--- src/rtl/rs232_cmd_ctrl.sv ---
// -----------------------------------------------------------------------------
// rs232_cmd_ctrl
// Pulls bytes from a UART receive FIFO, frames them into register-write
// packets and issues one write request per good packet.
//
// Packet (in order):  SYNC (P_SYNC_BYTE), ADDR, DATA [, CHK]
//   Build macro RS232_CMD_CTRL_CHKSUM_EN:
//     defined   -> 4-byte packet; CHK must equal (ADDR + DATA) mod 256.
//     undefined -> 3-byte packet; the write is issued straight after DATA
//                  and err_chksum is tied low.
//
// Ports
//   clk            system clock, rising edge
//   rst_n          asynchronous active-low reset
//   rx_fifo_empty  FIFO empty flag
//   rx_fifo_rd_en  one-cycle FIFO pop strobe
//   rx_fifo_dout   FIFO data, valid the cycle after rx_fifo_rd_en
//   reg_wr_req     write request, held until reg_wr_ack
//   reg_wr_addr    write address, stable while reg_wr_req is high
//   reg_wr_data    write data, stable while reg_wr_req is high
//   reg_wr_ack     downstream acceptance of the write
//   err_sync       pulse: byte discarded while hunting for the sync byte
//   err_timeout    pulse: partial packet aborted on inter-byte timeout
//   err_chksum     pulse: packet dropped on checksum mismatch
// -----------------------------------------------------------------------------
module rs232_cmd_ctrl #(
  parameter int unsigned P_CLK_FREQ_HZ = 100000000,
  parameter int unsigned P_TIMEOUT_CYC = 1000000,
  parameter logic [7:0]  P_SYNC_BYTE   = 8'hA5
) (
  input  logic       clk,
  input  logic       rst_n,
  input  logic       rx_fifo_empty,
  output logic       rx_fifo_rd_en,
  input  logic [7:0] rx_fifo_dout,
  output logic       reg_wr_req,
  output logic [7:0] reg_wr_addr,
  output logic [7:0] reg_wr_data,
  input  logic       reg_wr_ack,
  output logic       err_sync,
  output logic       err_timeout,
  output logic       err_chksum
);

  // The clock frequency only gives the timeout a wall-clock meaning; the
  // elaboration check below rejects settings that make the timeout useless.
  if (P_TIMEOUT_CYC < 2 || P_CLK_FREQ_HZ == 0) begin : g_bad_param
    $error("rs232_cmd_ctrl: P_TIMEOUT_CYC must be >= 2 and P_CLK_FREQ_HZ > 0");
  end

  localparam int unsigned CNT_W = $clog2(P_TIMEOUT_CYC + 1);
  localparam logic [CNT_W-1:0] TMO_MAX = CNT_W'(P_TIMEOUT_CYC);

  typedef enum logic [1:0] {
    S_WAIT  = 2'd0,  // idle, waiting for a byte in the FIFO
    S_POP   = 2'd1,  // rx_fifo_rd_en high for this one cycle
    S_CAP   = 2'd2,  // rx_fifo_dout valid, consume it
    S_WRITE = 2'd3   // reg_wr_req high until acknowledged
  } state_t;

  // Field index of the next expected byte.
  localparam logic [1:0] FLD_SYNC = 2'd0;
  localparam logic [1:0] FLD_ADDR = 2'd1;
  localparam logic [1:0] FLD_DATA = 2'd2;
  localparam logic [1:0] FLD_CHK  = 2'd3;

  // NOTE: declaration initialisers give the power-up state on FPGA targets;
  // the asynchronous reset below still defines the state everywhere else.
  state_t           state      = S_WAIT;
  logic [1:0]       fld        = FLD_SYNC;
  logic [CNT_W-1:0] tmo_cnt    = '0;
  logic             rd_en_q    = 1'b0;
  logic             wr_req_q   = 1'b0;
  logic [7:0]       wr_addr_q  = 8'h00;
  logic [7:0]       wr_data_q  = 8'h00;
  logic             err_sync_q = 1'b0;
  logic             err_tmo_q  = 1'b0;
`ifdef RS232_CMD_CTRL_CHKSUM_EN
  logic             err_chk_q  = 1'b0;
`endif

  // NOTE: all state is updated with non-blocking assignments so every branch
  // below sees the values from before this clock edge.
  always_ff @(posedge clk or negedge rst_n) begin
    if (!rst_n) begin
      state      <= S_WAIT;
      fld        <= FLD_SYNC;
      tmo_cnt    <= '0;
      rd_en_q    <= 1'b0;
      wr_req_q   <= 1'b0;
      wr_addr_q  <= 8'h00;
      wr_data_q  <= 8'h00;
      err_sync_q <= 1'b0;
      err_tmo_q  <= 1'b0;
`ifdef RS232_CMD_CTRL_CHKSUM_EN
      err_chk_q  <= 1'b0;
`endif
    end else begin
      // NOTE: error flags default low every cycle so each assertion below is
      // a single-cycle pulse without needing an explicit clear elsewhere.
      err_sync_q <= 1'b0;
      err_tmo_q  <= 1'b0;
`ifdef RS232_CMD_CTRL_CHKSUM_EN
      err_chk_q  <= 1'b0;
`endif

      unique case (state)
        S_WAIT: begin
          if (fld != FLD_SYNC && tmo_cnt == TMO_MAX) begin
            // Timeout takes priority over a waiting byte; that byte is
            // popped on the next cycle and hunted for sync.
            err_tmo_q <= 1'b1;
            fld       <= FLD_SYNC;
            tmo_cnt   <= '0;
          end else begin
            // Reaching TMO_MAX always takes the branch above, so the
            // increment here can never run past the saturation value.
            if (fld != FLD_SYNC) tmo_cnt <= tmo_cnt + 1'b1;
            if (!rx_fifo_empty) begin
              state   <= S_POP;
              rd_en_q <= 1'b1;
            end
          end
        end

        S_POP: begin
          rd_en_q <= 1'b0;
          state   <= S_CAP;
        end

        S_CAP: begin
          tmo_cnt <= '0;
          state   <= S_WAIT;
          case (fld)
            FLD_SYNC: begin
              if (rx_fifo_dout == P_SYNC_BYTE) fld <= FLD_ADDR;
              else err_sync_q <= 1'b1;
            end
            FLD_ADDR: begin
              wr_addr_q <= rx_fifo_dout;
              fld       <= FLD_DATA;
            end
            FLD_DATA: begin
              wr_data_q <= rx_fifo_dout;
`ifdef RS232_CMD_CTRL_CHKSUM_EN
              fld       <= FLD_CHK;
`else
              fld       <= FLD_SYNC;
              wr_req_q  <= 1'b1;
              state     <= S_WRITE;
`endif
            end
            default: begin
              fld <= FLD_SYNC;
`ifdef RS232_CMD_CTRL_CHKSUM_EN
              if (rx_fifo_dout == 8'(wr_addr_q + wr_data_q)) begin
                wr_req_q <= 1'b1;
                state    <= S_WRITE;
              end else begin
                err_chk_q <= 1'b1;
              end
`endif
            end
          endcase
        end

        S_WRITE: begin
          // An ack outside this state is simply never looked at.
          if (reg_wr_ack) begin
            wr_req_q <= 1'b0;
            state    <= S_WAIT;
          end
        end

        default: state <= S_WAIT;
      endcase
    end
  end

  assign rx_fifo_rd_en = rd_en_q;
  assign reg_wr_req    = wr_req_q;
  assign reg_wr_addr   = wr_addr_q;
  assign reg_wr_data   = wr_data_q;
  assign err_sync      = err_sync_q;
  assign err_timeout   = err_tmo_q;
`ifdef RS232_CMD_CTRL_CHKSUM_EN
  assign err_chksum    = err_chk_q;
`else
  assign err_chksum    = 1'b0;
`endif

endmodule

--- config.mk ---
export PLATFORM = sky130hd
export DESIGN_NAME = rs232_cmd_ctrl
export DESIGN_NICKNAME = d
export VERILOG_FILES = /design/src/rtl/rs232_cmd_ctrl.sv
export SDC_FILE = /design/constraint.sdc
export NUM_CORES = 1
export LEC_CHECK = 0
export ABC_AREA = 1
export CAP_MARGIN = 20
export CORE_MARGIN = 3
export CORE_UTILIZATION = 52
export CTS_CLUSTER_DIAMETER = 60
export CTS_CLUSTER_SIZE = 10
export DETAILED_ROUTE_END_ITERATION = 8
export PLACE_DENSITY = 0.77
export SYNTH_ARGS = -nofsm -noshare
export SYNTH_HDL_FRONTEND = slang
export SYNTH_SLANG_ARGS = --single-unit
--- constraint.sdc ---
create_clock -name clk -period 1.85 [get_ports clk]
set_input_delay 0.4625 -clock clk [delete_from_list [all_inputs] [get_ports clk]]
set_output_delay 0.4625 -clock clk [all_outputs]
set_load 0.005 [all_outputs]
==> summary.md <==
| Metric | Value |
|---|---|
| Outcome | completed |
| Final worst path period share | 89.9% |
| I/O Pins | 33 |
| CTS tree | done |
| Register share of total power | 42.6% |
| Sink Count | 44 |
| Num CTS Buffers | 5 |
| CP bufs+invs | 2 |
| Placer Congestion | 0.831 |
| CP peak stage delay | 0.43 ns |
| Met3 Use GR | 5.10% |
| WHS | 0.103 ns |
| # hold bufs at CTS | 0 |
| Net switching power figure | 1.11 mW |
| CP Launch Type | flip-flop |
| Post-synth net total | 309 |
| Crit. End Element | flip-flop |
| Design area | 0.00279 mm^2 |
| Leak | 1.32 nW |
| Beginning of the critical path | tmo_cnt[0] |
| Total Wirelength | 4.79 mm |
| Die Wd | 72.9 um |
| RR Startpoint | tmo_cnt[0] |
| Finished Layout Cells | 382 |
| Die area | 0.00531 mm^2 |
| Clock tree buffer depth | 2 |
| Antenna diodes | 0 |
| Met2 Track Usage GR | 32.7% |
| IO buf count | 31 |
| Final hold vios | 0 |
| Share of post-route cells with drive strength above 1 | 9.04% |
| Initial DRC Count | 97 |
| Vias in the first global route | 1892 |
| Final Skew | 0.00683 ns |
| Drt pass-1 iters | 4 |
| Aggregate global routing overflow | 0 |
| Root Buffer | clkbuf_8 |
| Routed Antenna Nets | 0 |
| Sw frac | 34.0% |
| Largest net degree at the start of global routing | 27 |
| # DRC | 0 |
| Area Growth Syn to Fin | 20.1% |
| Flops & latches, synth | 44 |
| Total Neg Setup Slack | 0 ns |
| Top Family by Delay on Critical Path | simple AND/OR/NAND/NOR gates |
| Worst hold path class | input pin to async pin |
| Crit-path cells | inv_1, ha_1, nand3_1, nor2_1, nand3_2, nand2_1, inv_1, nand3_1, nand2_1 |
| Sequential fraction of the synthesis area | 47.3% |
| Dpl cells | 374 |
| Initial antenna violation count | 0 |
| Gates resized, CTS repair | 0 |
| Mapped Cells | 295 |
| Clock power share | 22.6% |
| Cell area after placement | 0.00269 mm^2 |
| First-pass GRT wire length | 8.35 mm |
| WP data arrival | 1.85 ns |
| Required time of the worst setup path | 2.04 ns |
| GRT Overall Usage | 20.4% |
| Cell internal pwr | 2.16 mW |
| Max Slew Vio Count | 0 |
| Die Span Y | 72.9 um |
| Nets | 345 |
| Filler Cells Inserted | 351 |
| Fmax | 601 MHz |
| Post-synth top area cell | dfrtp_1 |
| Netlist area before placement | 0.00233 mm^2 |
| H-Tree Level Count | 2 |
| DP HPWL | 3.51 mm |
| Max Cap Viol | 0 |
| Setup slack after layout | 0.187 ns |
| Comb pwr share | 34.8% |
| Min Tclk post-route | 1.66 ns |
| Post-CTS Setup Inserts | 0 |
| Critical path fanouts, max | 7 |
| FP Rows | 23 |
| DR vias | 1936 |
| CTS clock-pin slew for the worst setup and hold paths | 0.09 ns |
| Pre-CTS setup slack | 0.136 ns |
| Initial Util | 56.1% |
| Top cells by area, synth | dfrtp_1 47%, nand2_1 14%, nor2_1 5.6% |
| Via/cell ratio | 5.07 |
| Slowest cell on crit path | dfrtp_1 |
| Synth unique cells | 31 |
| VDD IR max | 688 uV |
| Clock latency on the worst-skew pair | 0.30 ns |
| Setup Crit Path Kind | flip-flop to flip-flop |
| RSZ-0062 raised after global routing | no |
| Total power divided by cell area | 1170 mW/mm^2 |
| Final count of negative-setup-slack endpoints | 0 |
| Syn Area/Cell | 7.88 um^2 |
| Global routing usage on met1 | 26.7% |
| Core box area | 0.00414 mm^2 |
| Busiest metal layer after global routing | met2 |
| Top-area cell type share of the netlist area | 47.3% |
| Yosys warning total | 0 |
| Post-DR wirelength/cell | 12.5 um |
==> power by group through the flow <==
stage	clock, mW	sequential [mW]	combinational, mW
floorplan	0	1.39	0.588
finish	0.739	1.39	1.14
global placement	0	1.40	1.13
detailed placement	0	1.40	1.15
global route	0.787	1.42	1.28
CTS	0.752	1.39	1.15
==> stage by stage <==
step | utilization (%) | total power, mW
2_1_floorplan | - | 1.98
3_3_place_gp | 64.8 | 2.53
3_5_place_dp | 64.8 | 2.55
4_1_cts | 67.4 | 3.29
5_1_grt | 67.4 | 3.48
6_report | 67.4 | 3.27
==> final timing paths <==
kind                       cells past startpoint              to  slack, ns
max                                            9     tmo_cnt[18]       0.19
min                                            1      reg_wr_req       0.10
max reg2reg                                    9     tmo_cnt[18]       0.19
min reg2reg                                    2  reg_wr_data[0]       0.50
max in group asynchronous                      2      tmo_cnt[2]       1.27
min in group clk                               2  reg_wr_data[0]       0.50
==> placed cells by master, fill, tap and decap left out, types with 2 or more instances in the layout <==
master,count
dfrtp_1,44
clkbuf_8,5
nand2_1,89
nor3_1,3
nor2_4,5
o21bai_1,3
xnor2_1,2
nor2_2,5
xor2_1,5
buf_4,2
ha_1,2
clkdlybuf4s50_1,30
inv_1,32
nor2_1,35
o21ai_1,2
nand3b_1,3
o21ai_0,23
nand4_1,4
nand2_2,2
nand3_1,20
==> final cells by class <==
type / instances / area [um^2] / share of cell area, %
clock inverter: 2 / 35.0 / 1.25
multi-input combinational: 213 / 1060 / 37.9
inverter: 33 / 124 / 4.43
tap: 50 / 62.6 / 2.24
sequential: 44 / 1100 / 39.4
clock buffer: 6 / 72.6 / 2.60
timing repair buffer: 34 / 340 / 12.2
==> sequential cells by signal, indices dropped and copies added, names as in the netlist <==
name and flops:
err_sync 1, err_timeout 1, fld 2, reg_wr_addr 8
reg_wr_data 8, reg_wr_req 1, rx_fifo_rd_en 1, state 2
tmo_cnt 20
==> synth_stat cells <==
library cell / instances
xor2_1: 5
a21oi_4: 1
buf_6: 2
o21bai_1: 3
conb_1: 1
a21oi_1: 1
o21bai_2: 1
o21ai_0: 23
xnor2_1: 2
nor2_4: 5
nand3_1: 20
nor2_1: 35
nor3_1: 3
nand2_1: 89
nand3_4: 1
a21oi_2: 1
dfrtp_1: 44
inv_2: 1
nand2_2: 2
nand3_2: 1
o211ai_1: 1
nand3b_1: 3
o21ai_2: 1
buf_4: 2
inv_1: 32
ha_1: 2
nand4_1: 4
o31ai_1: 1
buf_2: 1
nor2_2: 5
o21ai_1: 2
==> metal layers <==
layer  wire length [um]  share of wire, %  up-vias
met3                238               5.0        5
met5                  0                 0        -
met4                 61               1.3        0
li1                   -                 -     1002
met2               2280                47       42
met1               2220                46      887
==> kinds of logic after synthesis <==
logic type / Yosys count / synth area share [%]
AO/OA/AOI/OAI: 35 / 9.14
XOR/XNOR: 7 / 2.64
buffers and inverters: 38 / 7.15
other: 1 / 0.161
flip-flops: 44 / 47.3
adder cells (fa/ha/maj): 2 / 1.08
AND/OR/NAND/NOR: 168 / 32.5
(Power assumes the default switching activity.)
